$ cat src/rtl/arm_timer_pkg.sv
// Shared constants for the ARM compare timer: register map, bit positions,
// access-select codes and handshake FSM encoding.
package arm_timer_pkg;

  // Word-aligned byte addresses of the register map
  localparam int unsigned ADDR_CTRL   = 'h00;
  localparam int unsigned ADDR_CMP    = 'h04;
  localparam int unsigned ADDR_PERIOD = 'h08;
  localparam int unsigned ADDR_STATUS = 'h0C;
  localparam int unsigned ADDR_NOW    = 'h10;

  // CTRL bit indices
  localparam int unsigned CTRL_ENABLE   = 0;
  localparam int unsigned CTRL_PERIODIC = 1;
  localparam int unsigned CTRL_IRQ_EN   = 2;
  localparam int unsigned CTRL_W        = 3;

  // STATUS bit indices
  localparam int unsigned STATUS_PENDING = 0;
  localparam int unsigned STATUS_OVERRUN = 1;

  // Decoded register select handed from the register interface to the core
  localparam int unsigned SEL_W = 3;
  localparam logic [SEL_W-1:0] SEL_NONE   = 3'd0;
  localparam logic [SEL_W-1:0] SEL_CTRL   = 3'd1;
  localparam logic [SEL_W-1:0] SEL_CMP    = 3'd2;
  localparam logic [SEL_W-1:0] SEL_PERIOD = 3'd3;
  localparam logic [SEL_W-1:0] SEL_STATUS = 3'd4;
  localparam logic [SEL_W-1:0] SEL_NOW    = 3'd5;

  // Register-port handshake states
  typedef enum logic {
    ST_IDLE,
    ST_RESP
  } regif_state_e;

endpackage

$ cat src/rtl/arm_timer_regif.sv
// Register-port front end: valid/ready request handshake with a single
// outstanding access, address decode, write strobe and response register.
module arm_timer_regif
  import arm_timer_pkg::*;
#(
  parameter int unsigned ADDR_W = 5,
  parameter int unsigned CNT_W  = 32
) (
  input  logic              cnt_clk,
  input  logic              cnt_reset,
  input  logic              reg_req_valid,
  output logic              reg_req_ready,
  input  logic              reg_req_wr,
  input  logic [ADDR_W-1:0] reg_req_addr,
  input  logic [CNT_W-1:0]  reg_req_wdata,
  output logic              reg_resp_valid,
  input  logic              reg_resp_ready,
  output logic [CNT_W-1:0]  reg_resp_rdata,
  output logic              acc_wr_en,
  output logic [SEL_W-1:0]  acc_sel,
  output logic [CNT_W-1:0]  acc_wdata,
  input  logic [CNT_W-1:0]  acc_rdata
);

  regif_state_e      state_q, state_d;
  logic [CNT_W-1:0]  rdata_q, rdata_d;
  logic [ADDR_W-1:0] word_addr;
  logic              accept;
  logic              unused_addr_lsb;

  // Byte offset within a word carries no meaning
  assign word_addr       = {reg_req_addr[ADDR_W-1:2], 2'b00};
  assign unused_addr_lsb = ^reg_req_addr[1:0];

  assign accept    = reg_req_valid & (state_q == ST_IDLE);
  assign acc_wr_en = accept & reg_req_wr;
  assign acc_wdata = reg_req_wdata;

  // Address decode into a register select, shared by the write strobe and read mux
  always_comb begin
    acc_sel = SEL_NONE;
    case (word_addr)
      ADDR_W'(ADDR_CTRL):   acc_sel = SEL_CTRL;
      ADDR_W'(ADDR_CMP):    acc_sel = SEL_CMP;
      ADDR_W'(ADDR_PERIOD): acc_sel = SEL_PERIOD;
      ADDR_W'(ADDR_STATUS): acc_sel = SEL_STATUS;
      ADDR_W'(ADDR_NOW):    acc_sel = SEL_NOW;
      default:              acc_sel = SEL_NONE;
    endcase
  end

  // Handshake state register
  always_ff @(posedge cnt_clk) begin
    if (cnt_reset) begin
      state_q <= ST_IDLE;
    end else begin
      state_q <= state_d;
    end
  end

  // Next state: accept in IDLE, hold response until the consumer takes it
  always_comb begin
    state_d = state_q;
    unique case (state_q)
      ST_IDLE: if (accept)         state_d = ST_RESP;
      ST_RESP: if (reg_resp_ready) state_d = ST_IDLE;
      default:                     state_d = ST_IDLE;
    endcase
  end

  // Handshake outputs decoded from state
  always_comb begin
    reg_req_ready  = 1'b0;
    reg_resp_valid = 1'b0;
    unique case (state_q)
      ST_IDLE: reg_req_ready  = 1'b1;
      ST_RESP: reg_resp_valid = 1'b1;
      default: reg_req_ready  = 1'b0;
    endcase
  end

  // Read data captured at acceptance so it stays stable while held; writes return 0
  always_comb begin
    rdata_d = rdata_q;
    if (accept) begin
      rdata_d = reg_req_wr ? '0 : acc_rdata;
    end
  end

  // Response data register
  always_ff @(posedge cnt_clk) begin
    if (cnt_reset) begin
      rdata_q <= '0;
    end else begin
      rdata_q <= rdata_d;
    end
  end

  assign reg_resp_rdata = rdata_q;

endmodule

$ cat src/rtl/arm_counter_timer_irq.sv
// Compare timer on the free-running microsecond count: one-shot and periodic
// deadlines, pending/overrun status and a level interrupt.
module arm_counter_timer_irq
  import arm_timer_pkg::*;
#(
  parameter int unsigned ADDR_W = 5,
  parameter int unsigned CNT_W  = 32
) (
  input  logic              cnt_clk,
  input  logic              cnt_reset,
  input  logic [CNT_W-1:0]  cnt_value,
  input  logic              reg_req_valid,
  output logic              reg_req_ready,
  input  logic              reg_req_wr,
  input  logic [ADDR_W-1:0] reg_req_addr,
  input  logic [CNT_W-1:0]  reg_req_wdata,
  output logic              reg_resp_valid,
  input  logic              reg_resp_ready,
  output logic [CNT_W-1:0]  reg_resp_rdata,
  output logic              irq
);

  logic              acc_wr_en;
  logic [SEL_W-1:0]  acc_sel;
  logic [CNT_W-1:0]  acc_wdata;
  logic [CNT_W-1:0]  acc_rdata;

  logic [CTRL_W-1:0] ctrl_q, ctrl_d;
  logic [CNT_W-1:0]  cmp_q, cmp_d;
  logic [CNT_W-1:0]  period_q, period_d;
  logic              pending_q, pending_d;
  logic              overrun_q, overrun_d;

  logic [CNT_W-1:0]  diff;
  logic              due;
  logic              reload;
  logic              unused_diff;
  logic              wr_ctrl, wr_cmp, wr_period, wr_status;

  arm_timer_regif #(
    .ADDR_W (ADDR_W),
    .CNT_W  (CNT_W)
  ) u_regif (
    .cnt_clk        (cnt_clk),
    .cnt_reset      (cnt_reset),
    .reg_req_valid  (reg_req_valid),
    .reg_req_ready  (reg_req_ready),
    .reg_req_wr     (reg_req_wr),
    .reg_req_addr   (reg_req_addr),
    .reg_req_wdata  (reg_req_wdata),
    .reg_resp_valid (reg_resp_valid),
    .reg_resp_ready (reg_resp_ready),
    .reg_resp_rdata (reg_resp_rdata),
    .acc_wr_en      (acc_wr_en),
    .acc_sel        (acc_sel),
    .acc_wdata      (acc_wdata),
    .acc_rdata      (acc_rdata)
  );

  // Deadline reached when (now - cmp) is non-negative as a signed half-range value
  assign diff        = cnt_value - cmp_q;
  assign due         = ctrl_q[CTRL_ENABLE] & ~diff[CNT_W-1];
  assign reload      = ctrl_q[CTRL_PERIODIC] & (period_q != '0);
  assign unused_diff = ^diff[CNT_W-2:0];

  assign wr_ctrl   = acc_wr_en & (acc_sel == SEL_CTRL);
  assign wr_cmp    = acc_wr_en & (acc_sel == SEL_CMP);
  assign wr_period = acc_wr_en & (acc_sel == SEL_PERIOD);
  assign wr_status = acc_wr_en & (acc_sel == SEL_STATUS);

  // Read mux, sampled by the register interface at acceptance
  always_comb begin
    acc_rdata = '0;
    case (acc_sel)
      SEL_CTRL:   acc_rdata = {{(CNT_W-CTRL_W){1'b0}}, ctrl_q};
      SEL_CMP:    acc_rdata = cmp_q;
      SEL_PERIOD: acc_rdata = period_q;
      SEL_STATUS: acc_rdata = {{(CNT_W-2){1'b0}}, overrun_q, pending_q};
      SEL_NOW:    acc_rdata = cnt_value;
      default:    acc_rdata = '0;
    endcase
  end

  // Timer next state: fire effects first, then software writes override
  always_comb begin
    ctrl_d    = ctrl_q;
    cmp_d     = cmp_q;
    period_d  = period_q;
    pending_d = pending_q;
    overrun_d = overrun_q;

    if (due) begin
      if (reload) begin
        cmp_d = cmp_q + period_q;
      end else begin
        ctrl_d[CTRL_ENABLE] = 1'b0;
      end
    end

    if (wr_ctrl)   ctrl_d   = acc_wdata[CTRL_W-1:0];
    if (wr_cmp)    cmp_d    = acc_wdata;
    if (wr_period) period_d = acc_wdata;

    if (wr_status) begin
      if (acc_wdata[STATUS_PENDING]) pending_d = 1'b0;
      if (acc_wdata[STATUS_OVERRUN]) overrun_d = 1'b0;
    end

    // A fire beats a same-cycle clear
    if (due) begin
      pending_d = 1'b1;
      if (pending_q) overrun_d = 1'b1;
    end
  end

  // Timer register state
  always_ff @(posedge cnt_clk) begin
    if (cnt_reset) begin
      ctrl_q    <= '0;
      cmp_q     <= '0;
      period_q  <= '0;
      pending_q <= 1'b0;
      overrun_q <= 1'b0;
    end else begin
      ctrl_q    <= ctrl_d;
      cmp_q     <= cmp_d;
      period_q  <= period_d;
      pending_q <= pending_d;
      overrun_q <= overrun_d;
    end
  end

  assign irq = pending_q & ctrl_q[CTRL_IRQ_EN];

endmodule

$ cat config.mk
export PLATFORM = sky130hd
export DESIGN_NAME = arm_counter_timer_irq
export DESIGN_NICKNAME = d
export VERILOG_FILES = /design/src/rtl/arm_timer_pkg.sv /design/src/rtl/arm_timer_regif.sv /design/src/rtl/arm_counter_timer_irq.sv
export SDC_FILE = /design/constraint.sdc
export NUM_CORES = 1
export LEC_CHECK = 0
export CORE_UTILIZATION = 33
export CTS_CLUSTER_DIAMETER = 150
export DETAILED_ROUTE_END_ITERATION = 10
export GPL_TIMING_DRIVEN = 0
export HOLD_SLACK_MARGIN = 0.03
export PLACE_DENSITY = 0.52
export SYNTH_ARGS = -nofsm -noshare
export SYNTH_HDL_FRONTEND = slang
export SYNTH_HIERARCHICAL = 1
export SYNTH_SLANG_ARGS = --single-unit
export TNS_END_PERCENT = 100
$ cat constraint.sdc
create_clock -name cnt_clk -period 3.15 [get_ports cnt_clk]
set_input_delay 0.7875 -clock cnt_clk [delete_from_list [all_inputs] [get_ports cnt_clk]]
set_output_delay 0.7875 -clock cnt_clk [all_outputs]
set_load 0.01 [all_outputs]
==> impl_metrics.csv, run 1 <==
group,metric,value,unit
route,wl_per_cell,18.32,um
pwr,netSwitchingPower,0.0007981,W
critical_path,arrival,3.44,ns
worst_hold_path,hold_path.startpoint,"u_regif/reg_resp_rdata[23]",
run_status,status,"finished, violations left",
critical_path,critPathCaptureType,"register",
yosys,ys_types,68,
yosys,synth-main-ff-cell,"dfxtp_1",
timing,worst_slack,-0.01702,ns
pwr,clockPowerShare,41.2,%
critical_path,crit_type,"primary input to register",
global_route,antenna_found_initial,0,
timing,hold_viol_final,0,
worst_hold_path,hold_class,"register to register",
cts,clkLatencyLatePin,0.36,ns
pwr,power_frac_seq,44.1,%
pwr,swShare,26.57,%
floorplanning,die_w,154.5,um
floorplanning,die_h,154.5,um
critical_path,start_kind,"primary input",
cts,clk_pin_slew,0.07,ns
pwr,leakage,3.563,nW
placed_design,gp_congestion,0.8772,
pwr,p_comb_share,14.7,%
timing,period_needed,3.167,ns
cts,cts-root-buf,"clkbuf_16",
yosys,yosysTopAreaCell,"dfxtp_1",
yosys,synth_commonest_cells,"nand2_1 (168), a21oi_1 (113), dfxtp_1 (102)",
yosys,synth_edf_count,0,
timing,fin_crit_sh,100.5,%
run_status,violations,"setup timing",
floorplanning,initial_utilization,33.81,%
placed_design,hpwl,20.15,mm
route,firstDrtPassIters,4,
pwr,power_density,321.0,nW/um2
timing,setup_violations,6,
critical_path,crit_required,3.42,ns
route,dr_total_vias,7338,
cts,cts_buffers,9,
yosys,synthCells,1007,
layout,layout-drive-gt1-share,10.82,%
route,drc_errors,0,
placed_design,pre_cts_slack,-0.8095,ns
global_route,grt_max_degree,16,
yosys,synth.cell_area,7679,um2
route,antenna_left,0,
yosys,seq_area_frac_synth,26.59,%
global_route,grtUsageTotal,21.23,%
yosys,async_flop_share,0,%
critical_path,reg2reg_from,"period_q[1]",
yosys,yosysTopAreaCellShare,26.59,%
floorplanning,rows,55,
pwr,peakVddDrop,277.3,uV
route,viasPerCell,5.298,
yosys,synth-seq-cells,102,
timing,worstMarginPinSlew,0.8519,ns
timing,slew_headroom,43.21,%
yosys,postSynthAreaPerCell,7.625,um2
placed_design,port_buffers,73,
cts,clockBufferDepth,2,
route,drt_wl_total,25.37,mm
floorplanning,ios,109,
layout,antennaDiodeCount,0,
timing,finalClockSkew,0.004417,ns
timing,fmax,315.8,MHz
layout,nFillCells,2371,
yosys,syn-num-nets,1143,
yosys,yosysWarningCount,6,
critical_path,critPathMaxFanout,8,
layout,final_util,41.21,%
global_route,grt-ovfl-total,0,
floorplanning,dieArea,23880,um2
global_route,grt_pass1_vias,7011,
cts,h-tree-depth,3,
yosys,synth_area_leaders,"dfxtp_1 (27%), ha_1 (9.9%), nand2_1 (8.2%)",
cts,clock-sinks,102,
floorplanning,core_region_area,22710,um2
yosys,yosysMostFrequentCell,"nand2_1",
layout,layout.nets,1231,
timing,maxSlewViolCount,0,
global_route,grt_pass1_wl,39.03,mm
route,drt-initial-drc-count,461,
flow_run,cap_viol_max_count,0,
pwr,internal_power,0.002205,W
critical_path,worstSetupStartpoint,"cnt_value[16]",
cts,cts_tree,"built",
layout,syn2layout_area_growth,21.87,%
[logic make-up after synthesis]
kind of cell    after synthesis  synth area share (%)
fa+ha+maj                    62                 10.20
mux                          62                 8.261
flops                       102                 26.59
buf+inv                     132                 8.408
simple gates                341                 20.91
xor+xnor                     21                 2.395
compound gates              287                 23.24
[registers in the layout, summed over array words and instances, names as in the netlist]
register                flops
cmp_q                      32
ctrl_q                      3
overrun_q                   1
pending_q                   1
period_q                   32
u_regif/reg_resp_rdata     32
u_regif/state_q             1
[stage by stage]
step	TNS, ns	instance area, um2	cells	hold slack, ns	total power [W]
after global placement	-46.38	8766	1365	0.4408	0.001775
after CTS	0	9168	1382	0.4567	0.003024
final	-0.03826	9358	1385	0.4531	0.003004
after detailed placement	-47.29	8766	1365	0.4467	0.001775
after floorplan	0	7679	1007	0.4527	0.001609
after global routing	-3.784	9358	1385	0.4736	0.003125
[worst max-delay path, stage by stage]
cell	delay [ns]
clkdlybuf4s50_1	0.45
ha_1	0.34
a21oi_2	0.16
o21ai_1	0.10
a21oi_1	0.18
nand4_1	0.18
a31o_4	0.28
mux2_4	0.41
clkbuf_16	0.20
mux2i_1	0.11
a211oi_1	0.23
[layer usage]
layer  up-vias  track usage, %  part of all wire, %
met3        24           2.101                  3.9
met1      3400           30.32                   50
li1       3727               -                    -
met4         0           6.129                  1.5
met5         -               0                    0
met2       187           33.66                   44
[timing repair]
action	in CTS	in global routing
hold buffers	0	0
pin swaps	5	19
endpoints found under the setup margin	72	72
gates cloned	0	2
gates resized for setup	21	50
buffers inserted	1	1
[worst paths after layout]
path                            cells past startpoint  slack (ns)                          to
worst max register to register                      9        0.26                   cmp_q[27]
worst max-delay path                               11       -0.02                   cmp_q[26]
worst min-delay path                                2        0.45  u_regif/reg_resp_rdata[23]
worst min register to register                      2        0.45  u_regif/reg_resp_rdata[23]
[cells in the final DEF (no fill, tap or decap), types with 5 or more instances in the layout]
master and n:
clkbuf_16 11, a21o_1 16, nand2b_1 10, dlymetal6s2s_1 8
clkdlybuf4s50_1 65, xor2_1 6, nor2b_1 6, mux2i_1 56
clkbuf_2 14, nand3b_1 35, dfxtp_1 102, nor3_1 15
o21a_1 6, and2_1 6, o21ai_0 59, nand2_1 166
a21oi_1 106, xnor2_1 15, buf_4 37, nor2_1 56
clkbuf_1 26, a21boi_0 5, a211oi_1 22, nor4_1 9
nand3_1 6, inv_1 44, nand4_1 10, a21oi_2 8
buf_2 8, ha_1 60, o211ai_1 5
[power by group through the flow]
stage	clock [W]	combinational, W	sequential, W
floorplan	0	0.000261	0.00135
global placement	0	0.000419	0.00136
detailed placement	0	0.000420	0.00136
CTS	0.00127	0.000431	0.00132
global route	0.00131	0.000483	0.00133
finish	0.00124	0.000441	0.00133
[layout make-up]
type / instances / area [um2] / area share (%)
tap: 285 / 356.6 / 3.811
clock buffer: 14 / 284.0 / 3.035
buffer: 88 / 538.0 / 5.749
multi-input combinational: 773 / 5119 / 54.70
clock inverter: 2 / 37.54 / 0.4011
inverter: 44 / 165.2 / 1.765
sequential: 102 / 2042 / 21.82
timing repair buffer: 77 / 815.8 / 8.718
Note: power is estimated with default switching activity, not from simulation.
==> run 2, diff against run 1 <==
- CAP_MARGIN: not set -> 20
- CTS_CLUSTER_SIZE: not set -> 10
==> results of run 2 <==
Final layout, timing and power as in run 1 (identical DEF).
==> run 3, diff against run 2 <==
- REMOVE_ABC_BUFFERS: not set -> 1
- SLEW_MARGIN: not set -> 10
==> run 3 against run 2 <==
  * The flow now finishes without violations
  * Critical path depth stayed put
  * Sequential share of layout area fell by 0.53 points
  * Final cell count down 2.5%
  * Count of clock-buffer cells in the layout shrank 5
  * Die area unchanged
  * Combinational power grew 13%
  * Maximum frequency rose by 2.9%
  * Cell area is 2.5% higher
  * Global-route usage is 0.29 points lower
  * Largest power group is now clock
==> impl_metrics.csv, run 3 (synthesis results as in run 1) <==
group,metric,value,unit
timing,hold_viol_final,0,
critical_path,critPathMaxFanout,6,
placed_design,postPlaceCellArea,8762,um2
timing,tns,0,ns
timing,fin_crit_sh,97.68,%
placed_design,gp_congestion,0.8503,
worst_hold_path,hold_depth,2,
pwr,leakage,3.573,nW
pwr,peakVddDrop,160.2,uV
critical_path,rr_worst_depth,11,
layout,syn2layout_area_growth,24.90,%
layout,final_cell_mix,"nand2_1 (166), a21oi_1 (108), dfxtp_1 (102), clkdlybuf4s50_1 (90), o21ai_0 (59)",
cts,cts_hold_buf,0,
critical_path,r2r-end,"cmp_q[30]",
critical_path,crit_required,3.44,ns
layout,final_cells,1350,
timing,setup_violations,0,
flow_run,cap_viol_max_count,0,
placed_design,dp_cells,1314,
critical_path,reg2reg_from,"period_q[0]",
route,dr_total_vias,7295,
cts,clkLatencyLatePin,0.36,ns
route,antenna_left,0,
placed_design,hpwl,17.38,mm
floorplanning,rows,55,
timing,grt_setup_unrepaired,"no",
global_route,grt-ovfl-total,0,
global_route,grt_pass1_wl,38.80,mm
floorplanning,die_w,154.5,um
critical_path,start_kind,"primary input",
route,viasPerCell,5.404,
route,drc_errors,0,
layout,nFillCells,2326,
layout,final-seq-area,2042,um2
floorplanning,dieArea,23880,um2
critical_path,arrival,3.36,ns
timing,finalClockSkew,0.009732,ns
pwr,power_density,328.9,nW/um2
cts,clock-sinks,102,
layout,stdcell_area,9590,um2
route,drt-initial-drc-count,468,
layout,layout-drive-gt1-share,8.732,%
critical_path,crit_type,"primary input to register",
floorplanning,ios,109,
run_status,status,"finished clean",
layout,antennaDiodeCount,0,
layout,final_common_cell,"nand2_1",
cts,clockBufferDepth,2,
worst_hold_path,hold_path.startpoint,"u_regif/reg_resp_rdata[2]",
route,firstDrtPassIters,5,
global_route,grt_pass1_vias,6853,
timing,slew_headroom,28.53,%
timing,maxSlewViolCount,0,
cts,cts_buffers,9,
timing,worstMarginPinSlew,1.070,ns
cts,h-tree-depth,3,
critical_path,worstSetupStartpoint,"cnt_value[8]",
worst_hold_path,worstHoldEndpoint,"u_regif/reg_resp_rdata[2]",
route,drt_wl_total,26.00,mm
critical_path,critPathCaptureType,"register",
layout,layout.nets,1196,
global_route,antenna_found_initial,0,
route,wl_per_cell,19.26,um
floorplanning,core_region_area,22710,um2
timing,period_needed,3.077,ns
floorplanning,initial_utilization,33.81,%
timing,fmax,325.0,MHz
global_route,grt_max_degree,68,
cts,cts_tree,"built",
critical_path,rrSetupSlack,0.14,ns
cts,cts-root-buf,"clkbuf_16",
cts,clk_pin_slew,0.07,ns
layout,multiInputGateArea,5355,um2
pwr,finalPower,0.003154,W
worst_hold_path,hold_class,"register to register",
global_route,grtUsageTotal,20.93,%
floorplanning,die_h,154.5,um
placed_design,port_buffers,106,
==> run 3: final cells by class <==
class | count | share of cell area (%)
multi-input combinational | 781 | 55.84
sequential | 102 | 21.29
timing repair buffer | 122 | 13.83
tap | 285 | 3.718
clock buffer | 9 | 2.348
inverter | 44 | 1.722
clock inverter | 7 | 1.252
==> run 3: worst max path at each step <==
stage | end | cells after the start | slack, ns
finish | cmp_q[19] | 11 | 0.07
floorplan | u_regif/reg_resp_rdata[30] | 7 | -1.96
global route | cmp_q[23] | 11 | 0.0005
CTS | cmp_q[1] | 6 | 0.003
global placement | u_regif/reg_resp_rdata[19] | 8 | -5.12
detailed placement | cmp_q[1] | 7 | -1.30
==> run 3: through the flow <==
step                      setup slack, ns  hold WS (ns)  utilization [%]
after floorplan                    -1.962        0.4527                -
after global placement             -5.119        0.4392            37.94
after detailed placement           -1.302        0.4448            38.58
after CTS                        0.002964        0.4546            41.03
after global routing            0.0004510        0.4696            42.23
final                             0.07310        0.4506            42.23
==> run 3: layer usage <==
layer | track usage, % | wire length [um] | vias to the layer above
met5 | 0 | 0 | -
met4 | 6.978 | 506 | 0
met3 | 2.298 | 1050 | 29
met2 | 33.29 | 11590 | 156
met1 | 29.32 | 12850 | 3445
li1 | - | - | 3665
==> run 3: report_power, final <==
group          total, W  switching, W  internal [W]
Combinational  0.000497      0.000273      0.000223
Sequential      0.00132     0.0000204       0.00130
Clock           0.00133      0.000552      0.000781
==> run 3: timing repair <==
action	in CTS	in global routing
cloned	5	3
endpoints found under the hold margin	0	0
gates resized for setup	23	38
setup endpoints to repair	93	80
pin swaps	11	25
buffers inserted	6	6
==> run 3: critical path: stages <==
cell,delay (ns)
clkdlybuf4s50_1,0.52
ha_4,0.22
a21oi_2,0.12
o21ai_1,0.10
a21oi_2,0.20
o41ai_4,0.12
a31o_4,0.29
buf_4,0.15
mux2i_2,0.19
or4b_1,0.53
a21oi_1,0.12
